**config.mk**
```make
export PLATFORM = sky130hd
export DESIGN_NAME = pattern_generator
export DESIGN_NICKNAME = d
export VERILOG_FILES = /design/src/rtl/pattern_generator.sv
export SDC_FILE = /design/constraint.sdc
export NUM_CORES = 1
export LEC_CHECK = 0
export BUFFER_PORTS_ARGS = -buffer_cell sky130_fd_sc_hd__buf_2
export CAP_MARGIN = 20
export CORE_MARGIN = 3
export CORE_UTILIZATION = 55
export CTS_BUF_LIST = sky130_fd_sc_hd__clkbuf_2
export DETAILED_ROUTE_END_ITERATION = 8
export PLACE_DENSITY_LB_ADDON = 0.08
export SYNTH_ARGS = -nofsm -noshare
export SYNTH_HDL_FRONTEND = slang
export SYNTH_SLANG_ARGS = --single-unit
```
**constraint.sdc**
```tcl
create_clock -name clk -period 1.8 [get_ports clk]
set_input_delay 0.18 -clock clk [delete_from_list [all_inputs] [get_ports clk]]
set_output_delay 0.18 -clock clk [all_outputs]
set_load 0.01 [all_outputs]
```
**src/rtl/pattern_generator.sv**
```systemverilog
// Reaction-game target generator: LFSR-sourced 8-bit patterns sequenced as
// blank-gap / show rounds, paced by the 10 Hz tick strobe.
module pattern_generator #(
    parameter logic [15:0] SEED       = 16'hACE1,
    parameter int unsigned GAP_TICKS  = 3,
    parameter int unsigned HOLD_TICKS = 20,
    parameter int unsigned NUM_ROUNDS = 16
) (
    input  logic       clk,
    input  logic       reset_n,
    input  logic       tick,
    input  logic       start,
    input  logic [7:0] user_input,
    output logic [7:0] pattern,
    output logic       pattern_valid,
    output logic [7:0] round_count,
    output logic       busy,
    output logic       done
);

    localparam logic [15:0] LFSR_INIT  = (SEED == 16'h0000) ? 16'h0001 : SEED;
    localparam logic [7:0]  GAP_LAST   = 8'(GAP_TICKS - 1);
    localparam logic [7:0]  HOLD_LAST  = 8'(HOLD_TICKS - 1);
    localparam logic [7:0]  ROUND_LAST = 8'(NUM_ROUNDS);

    typedef enum logic [1:0] {StIdle, StGap, StShow, StDone} state_t;

    state_t      r_state;
    logic [15:0] r_lfsr;
    logic [7:0]  r_prev;
    logic [7:0]  r_cnt;
    logic [7:0]  r_pattern;
    logic        r_valid;
    logic [7:0]  r_round;
    logic        r_busy;
    logic        r_done;

    logic        w_fb;
    logic [7:0]  w_cand_a;
    logic [7:0]  w_cand;
    logic [7:0]  w_round_next;
    logic        w_gap_last;
    logic        w_hold_last;
    logic        w_match;

    assign w_fb         = r_lfsr[15] ^ r_lfsr[13] ^ r_lfsr[12] ^ r_lfsr[10];
    assign w_round_next = r_round + 8'd1;
    assign w_gap_last   = tick && (r_cnt == GAP_LAST);
    assign w_hold_last  = tick && (r_cnt == HOLD_LAST);
    assign w_match      = (user_input == r_pattern);

    // Candidate is forced nonzero, then forced to differ from the previous round.
    always_comb begin
        w_cand_a = (r_lfsr[7:0] == 8'h00) ? 8'h01 : r_lfsr[7:0];
        w_cand   = w_cand_a;
        if (w_cand_a == r_prev) begin
            w_cand = (w_cand_a == 8'hFF) ? 8'h7F : {w_cand_a[6:0], w_cand_a[7]};
        end
    end

    always_ff @(posedge clk or negedge reset_n) begin
        if (!reset_n) begin
            r_state   <= StIdle;
            r_lfsr    <= LFSR_INIT;
            r_prev    <= 8'h00;
            r_cnt     <= 8'h00;
            r_pattern <= 8'h00;
            r_valid   <= 1'b0;
            r_round   <= 8'h00;
            r_busy    <= 1'b0;
            r_done    <= 1'b0;
        end else begin
            if (tick) begin
                r_lfsr <= {r_lfsr[14:0], w_fb};
            end
            case (r_state)
                StIdle, StDone: begin
                    if (start) begin
                        r_state   <= StGap;
                        r_round   <= 8'h00;
                        r_cnt     <= 8'h00;
                        r_pattern <= 8'h00;
                        r_busy    <= 1'b1;
                        r_done    <= 1'b0;
                    end
                end
                StGap: begin
                    if (w_gap_last) begin
                        r_state   <= StShow;
                        r_pattern <= w_cand;
                        r_prev    <= w_cand;
                        r_valid   <= 1'b1;
                        r_cnt     <= 8'h00;
                    end else if (tick) begin
                        r_cnt <= r_cnt + 8'd1;
                    end
                end
                StShow: begin
                    // A match and a hold-expiry tick together still end one round.
                    if (w_match || w_hold_last) begin
                        r_round   <= w_round_next;
                        r_pattern <= 8'h00;
                        r_valid   <= 1'b0;
                        r_cnt     <= 8'h00;
                        if (w_round_next == ROUND_LAST) begin
                            r_state <= StDone;
                            r_busy  <= 1'b0;
                            r_done  <= 1'b1;
                        end else begin
                            r_state <= StGap;
                        end
                    end else if (tick) begin
                        r_cnt <= r_cnt + 8'd1;
                    end
                end
                default: begin
                    r_state <= StIdle;
                end
            endcase
        end
    end

    assign pattern       = r_pattern;
    assign pattern_valid = r_valid;
    assign round_count   = r_round;
    assign busy          = r_busy;
    assign done          = r_done;

endmodule

```
==> metrics.txt, run 1 <==
post-route cell area=around 0.0040 mm^2; Core ar.=0.00517 mm^2; dominant synthesized flop cell=dfrtp_1; flops & latches, synth=53; Setup WS post-layout=-0.0830 ns; Root Driver=clkbuf_2; asr flop ratio synth=100%; final core utilization=about three quarters; Post-DP HPWL=a little under 5000 um; crit start category=flip-flop; RSZ-0062 raised after global routing=yes; Max H-tree Level=2; Synth Area per Inst=approximately 11 um^2; Power Density=between 1000 and 1500 mW/mm^2; Worst EP required=roughly 2.2 ns; Worst R2R Setup Slack=-0.08 ns; CP bufs+invs=2; relative slew slack=between 60 and 70%; hold crit path type=primary input to flip-flop; NumNets Final=about 390; Slew Limit Fails=0; WL met3=243 um; overall power=between 0.005 and 0.006 W; row cnt=26; CTS tree=yes; Worst path most repeated cell=buf_4; clock sink count=53; CTS max path bufs=2; gpl congestion=about 0.84; final hold vios=0; worst-path maximum fanout=6; PortBufs=30; outcome=finished with violations; Cell Area, Placed=0.00357 mm^2; worst hold slack=around 0.13 ns; ANT cells=0; synthesized area=slightly below 0.003 mm^2; EDFF count, synth=0; Fmax=about 530 MHz; cells after synthesis=between 200 and 300; largest net degree at the start of global routing=24; Die Area=~0.0063 mm^2; worst-margin pin slew=around 0.46 ns; Setup Skew=approximately 0.023 ns; antenna violations before repair=0; Place WS=-0.0816 ns; crit share post-route=105%; violated checks=negative setup slack; die extent in x=79.6 um; Syn Nets=roughly 300; Metal-1 WL=3460 um; Residual DRC=0; Peak VDD IR=829 uV; MaxCap Viol Count=0; Seq/Total Area, Yosys=between 40 and 50%; vias in the first global route=between 2000 and 2500; Num CTS Buffers=5; Data arrival, critical path=2.33 ns; Ys Warns=0; Die Y=between 70 and 80 um; worst-path cell chain=buf_4 > xor2_1 > nor4_4 > buf_4 > and2_4 > a221oi_4 > mux2_4; global-route usage over all layers=between 20% and 30%; post-route ant nets=0; Iter 0 DRT Violations=roughly 110; CP endpoint kind=flip-flop; synth-to-layout area growth=33.3%; Crit Path Category=flip-flop to flip-flop; leak pwr=~1.8 nW; CP max stage delay=between 0.4 and 0.5 ns; total congestion overflow=0; Wirelength per Cell=roughly 16 um; via count=~2500; Worst path slowest cell=dfrtp_1; DR WL met2=~3500 um; Yosys cell types=56; DRT Wirelength=between 7000 and 8000 um; first-pass GRT wire length=approximately 11000 um; Setup violations, final=15; Top delay family on crit path=flip-flops; Clock transition at path regs=0.30 ns; clock latency on the worst-skew pair=between 0.4 and 0.5 ns; I/O Pins=31; max layer used=met4; drt pass-1 iters=4; fraction of layout instances using a drive strength above 1=between 40% and 50%; Final Critical Period=approximately 1.9 ns; vias per cell=5.55; Starting Density=57.6%
[worst paths after layout]
path	startpoint	end	depth (start not counted)
min in group asynchronous	reset_n	round_count[1]$_DFFE_PN0P_	2
min	tick	r_lfsr[0]$_DFFE_PN1P_	3
max in group asynchronous	reset_n	r_lfsr[5]$_DFFE_PN1P_	3
max	r_lfsr[2]$_DFFE_PN0P_	r_prev[1]$_DFFE_PN0P_	7
min reg2reg	r_lfsr[14]$_DFFE_PN0P_	r_lfsr[14]$_DFFE_PN0P_	1
max reg2reg	r_lfsr[2]$_DFFE_PN0P_	r_prev[1]$_DFFE_PN0P_	7
[area by class of cell]
| cell class | instances | area, um^2 |
|---|---|---|
| inverter | 10 | 37.5 |
| clock inverter | 3 | 25.0 |
| timing repair buffer | 101 | 703 |
| sequential | 53 | 1340 |
| multi-input combinational | 204 | 1760 |
| clock buffer | 5 | 25.0 |
| fill | 350 | 1200 |
| tap | 70 | 87.6 |
[state kept, by name, indices dropped and copies added, names as in the netlist]
signal         count
pattern_valid      1
busy               1
pattern            8
done               1
r_lfsr            16
r_prev             8
r_cnt              8
r_state            2
round_count        8
[metal layers]
| layer | vias to the layer above | GRT usage (%) |
|---|---|---|
| li1 | 1207 | - |
| met5 | - | 0 |
| met2 | 45 | 36.5 |
| met4 | 0 | 5.50 |
| met1 | 1217 | 32.9 |
| met3 | 7 | 4.51 |
[worst reg2reg max path: stages (launching register included)]
cell and delay [ns]:
dfrtp_1 0.48, buf_4 0.18, xor2_1 0.30, nor4_4 0.07, buf_4 0.15, and2_4 0.17
a221oi_4 0.30, mux2_4 0.19
[kinds of logic (layout without fill, tap and decap cells)]
group / after synthesis / after routing / synth area share [%]
xor+xnor: 27 / 27 / 7.93
fa+ha+maj: 7 / 7 / 2.94
compound gates: 65 / 65 / 17.3
simple gates: 81 / 81 / 15.0
mux: 24 / 24 / 8.73
flops: 53 / 53 / 44.8
buf+inv: 19 / 119 / 3.27
[placed cells by master, fill, tap and decap left out, types with 8 or more instances in the layout]
cell type | netlist | layout
buf_2 | 1 | 30
buf_4 | 1 | 65
dfrtp_1 | 45 | 42
dfstp_2 | 8 | 8
inv_1 | 10 | 10
mux2_2 | 16 | 15
nand2_1 | 24 | 20
nor2_1 | 16 | 15
o21ai_0 | 9 | 8
o2bb2ai_1 | 11 | 10
xnor2_1 | 13 | 11
xor2_1 | 14 | 13
[cells in the mapped netlist (all sizes together), types with 2 or more instances]
master,number,area [um^2]
a32oi,2,17.5
ha,7,87.6
xnor2,13,114
a21oi,7,35.0
o22a,2,17.5
o2111ai,2,17.5
clkbuf,6,43.8
o31ai,3,22.5
inv,10,37.5
nor4,3,55.1
o21ai,16,80.1
nor3,5,30.0
nand2,24,90.1
nand2b,3,18.8
xor2,14,123
a22o,6,53.8
nand3,9,50.1
nor2,16,60.1
dfstp,8,210
mux2,16,180
mux2i,8,80.1
and2,3,18.8
nor2b,3,18.8
o21a,3,22.5
o2bb2ai,11,96.3
buf,3,16.3
nand4,7,43.8
dfrtp,45,1130
a32o,2,20.0
and3,2,12.5
[where the power goes]
part           switching (W)  internal, W  leakage [nW]
sequential          0.000301      0.00156         0.679
combinational        0.00141      0.00135          1.12
clock               0.000420     0.000107        0.0300
total                0.00213      0.00302          1.83
[timing repair]
item,in CTS,in global routing
endpoints found under the hold margin,19,0
setup buffers,4,11
setup endpoints to repair,21,31
hold buffers,2,0
gates cloned,0,0
gates resized for setup,11,34
pin swaps,5,13
[metrics by stage]
step / setup TNS, ns / instances
global route: -1.97 / 446
finish: -0.484 / 446
CTS: -0.335 / 435
floorplan: 0 / 276
global placement: -0.318 / 421
detailed placement: -0.794 / 421
No activity file was read; power rests on OpenSTA's default activity.
==> inputs of run 2 (changes only) <==
--- a/config.mk
+++ b/config.mk
@@ -7,6 +7,7 @@
 export LEC_CHECK = 0
 export BUFFER_PORTS_ARGS = -buffer_cell sky130_fd_sc_hd__buf_2
 export CAP_MARGIN = 20
+export CORE_ASPECT_RATIO = 1.25
 export CORE_MARGIN = 3
 export CORE_UTILIZATION = 55
 export CTS_BUF_LIST = sky130_fd_sc_hd__clkbuf_2
==> run 2 against run 1 <==
Compared with the run above:
- critical path depth is 1 lower
- non-clock buffer count is 10 lower
- power is 2.9% lower
- cell count is 4.0% lower
- largest cell class unchanged
- worst setup slack worse by 0.013 ns
- the run still ends with negative setup slack left
- die area hardly changed
- sequential power hardly changed
- clock skew is 0.0085 ns lower
- global-route usage is 0.45 points higher
- hold slack better by 0.046 ns
==> metrics.txt, run 2 (same netlist as run 1, synthesis figures left out) <==
clock sink count=53 (unchanged); I/O Pins=31 (unchanged); worst-path cell chain=xnor2_2 > nand4_1 > o221ai_4 > nand3_4 > buf_4 > o21ai_1; Peak VDD IR=887 uV (+6.9%); Slew Limit Fails=0 (unchanged); Die Y=88.3 um (+11%); Die Area=0.00635 mm^2 (about the same); leak pwr=1.81 nW (-0.65%); CTS tree=yes; Worst path slowest cell=dfrtp_1; Worst R2R Setup Slack=-0.1 ns (about the same); crit start category=flip-flop; violated checks=negative setup slack; overall power=0.00500 W (-2.9%); worst-path maximum fanout=7 (+1); Top delay family on crit path=compound AO/OA/AOI/OAI gates; Iter 0 DRT Violations=111 (-0.89%); synth-to-layout area growth=30.2%; worst flop-to-flop path endpoint=done$_DFFE_PN0P_; post-route ant nets=0 (unchanged); Clock transition at path regs=0.28 ns (-0.02 ns); Setup WS post-layout=-0.0958 ns (-0.0128 ns); via count=2458 (-0.73%); Core ar.=0.00515 mm^2 (-0.39%); gpl congestion=0.836 (-0.88%); Crit Path Category=flip-flop to flip-flop; Root Driver=clkbuf_2; die extent in x=71.9 um (-9.8%); Residual DRC=0 (unchanged); vias in the first global route=2441 (+2.3%); Setup violations, final=22 (+7); Fin Setup TNS=-1.00 ns (-0.517 ns); Setup Skew=0.0147 ns (-0.00846 ns); fraction of layout instances using a drive strength above 1=44.0% (-3.1 points); Starting Density=57.9% (+0.22 points); Reg-to-Reg Start=pattern[2]$_DFFE_PN0P_; Worst Hold Depth=3 (unchanged); clock latency on the worst-skew pair=0.45 ns (-0.02 ns); outcome=finished with violations; RSZ-0062 raised after global routing=yes; HP Start=tick; Power Density=1290 mW/mm^2 (-0.63%); post-route cell area=0.00388 mm^2 (-2.3%); crit share post-route=105% (+0.71 points); Post-DP HPWL=5050 um (+3.0%); MaxCap Viol Count=0 (unchanged); final hold vios=0 (unchanged); CP endpoint kind=flip-flop; row cnt=29 (+12%); final core utilization=75.4% (-1.5 points); Cell Area, Placed=0.00356 mm^2 (-0.35%); CP bufs+invs=1 (-1); Data arrival, critical path=2.29 ns (-0.04 ns); Num CTS Buffers=5 (unchanged); most common cell after layout, fill and taps aside=buf_4; global-route usage over all layers=23.6% (+0.45 points); commonest non-fill, non-tap cells in the layout=buf_4, dfrtp_1, buf_2; Fmax=527 MHz (-0.68%); hold crit path type=primary input to flip-flop; largest net degree at the start of global routing=54 (+130%); max FFs per register=16 (unchanged); Final Critical Period=1.90 ns (+0.0128 ns); Most flops, register=r_lfsr; PortBufs=30 (unchanged); Worst Reg2Reg Path Length in Cells=6 (-1); first-pass GRT wire length=11700 um (+2.5%); hold endpoint=r_lfsr[0]$_DFFE_PN1P_; worst hold slack=0.179 ns (+0.0461 ns); antenna violations before repair=0 (unchanged); worst-margin pin slew=0.393 ns (-0.0669 ns); CP max stage delay=0.48 ns (about the same); Worst EP required=2.20 ns (-0.04 ns); relative slew slack=73.6% (+4.5 points); total congestion overflow=0 (unchanged); ANT cells=0 (unchanged); DRT Wirelength=7230 um (-0.47%); Max H-tree Level=2 (unchanged); drt pass-1 iters=4 (unchanged); Wirelength per Cell=16.9 um (+3.7%); vias per cell=5.74 (+3.4%); CTS max path bufs=2 (unchanged); NumNets Final=384 (-2.5%)
-- run 2: cell types whose count changed in the layout (fill, tap and decap cells not counted), sizes merged --
cell,change
clkinvlp,+1
inv,-2
buf,-10
clkbuf,+1
-- run 2: metrics by stage --
| step | setup WS, ns | cells |
|---|---|---|
| CTS | -0.0951 | 424 |
| floorplan | 0.00215 | 276 |
| global placement | -0.0943 | 411 |
| global route | -0.184 | 428 |
| detailed placement | -0.101 | 411 |
| finish | -0.0958 | 428 |
-- run 2: cell type report --
cell class	count	area [um^2]
multi-input cells	204	1730
well taps	62	77.6
fillers	389	1270
clock inverters	2	15.0
inverters	10	37.5
flip-flops and latches	53	1340
repair buffers	91	652
clock buffers	6	30.0
-- run 2: where the power goes --
group          switching, W  total [W]  internal [W]
registers          0.000306    0.00187       0.00156
logic               0.00138    0.00263       0.00126
clock network      0.000397   0.000497     0.0000998
total               0.00208    0.00500       0.00292
-- run 2: timing repair --
item | in CTS | in global routing
pin swaps | 8 | 16
resized for setup | 20 | 22
buffers inserted | 3 | 4
endpoints found under the setup margin | 28 | 35
hold buffers | 2 | 0
endpoints found under the hold margin | 54 | 0
-- run 2: worst max path at each step --
stage                                     from                     end  slack [ns]  cells after the start
finish                  pattern[2]$_DFFE_PN0P_        done$_DFFE_PN0P_        -0.1                      6
floorplan           round_count[0]$_DFFE_PN0P_        busy$_DFFE_PN0P_       0.002                      5
CTS                      r_lfsr[5]$_DFFE_PN1P_  pattern[7]$_DFFE_PN0P_        -0.1                      6
global route             r_lfsr[5]$_DFFE_PN1P_  pattern[7]$_DFFE_PN0P_       -0.18                      6
global placement         r_lfsr[3]$_DFFE_PN0P_  pattern[7]$_DFFE_PN0P_       -0.09                      5
detailed placement       r_lfsr[3]$_DFFE_PN0P_   r_prev[7]$_DFFE_PN0P_       -0.10                      5
-- run 2: layer usage --
| metal | wire length (um) | global-route usage, % | part of all wire, % | up-vias |
|---|---|---|---|---|
| li1 | - | - | - | 1189 |
| met1 | 2990 | 28.6 | 41 | 1218 |
| met2 | 3930 | 43.0 | 54 | 40 |
| met3 | 186 | 3.41 | 2.6 | 11 |
| met4 | 115 | 7.69 | 1.6 | 0 |
| met5 | 0 | 0 | 0 | - |
-- run 2: tightest hold or removal path, stage by stage --
cell	delay (ns)
buf_2	0.09
buf_4	0.28
a21oi_1	0.11
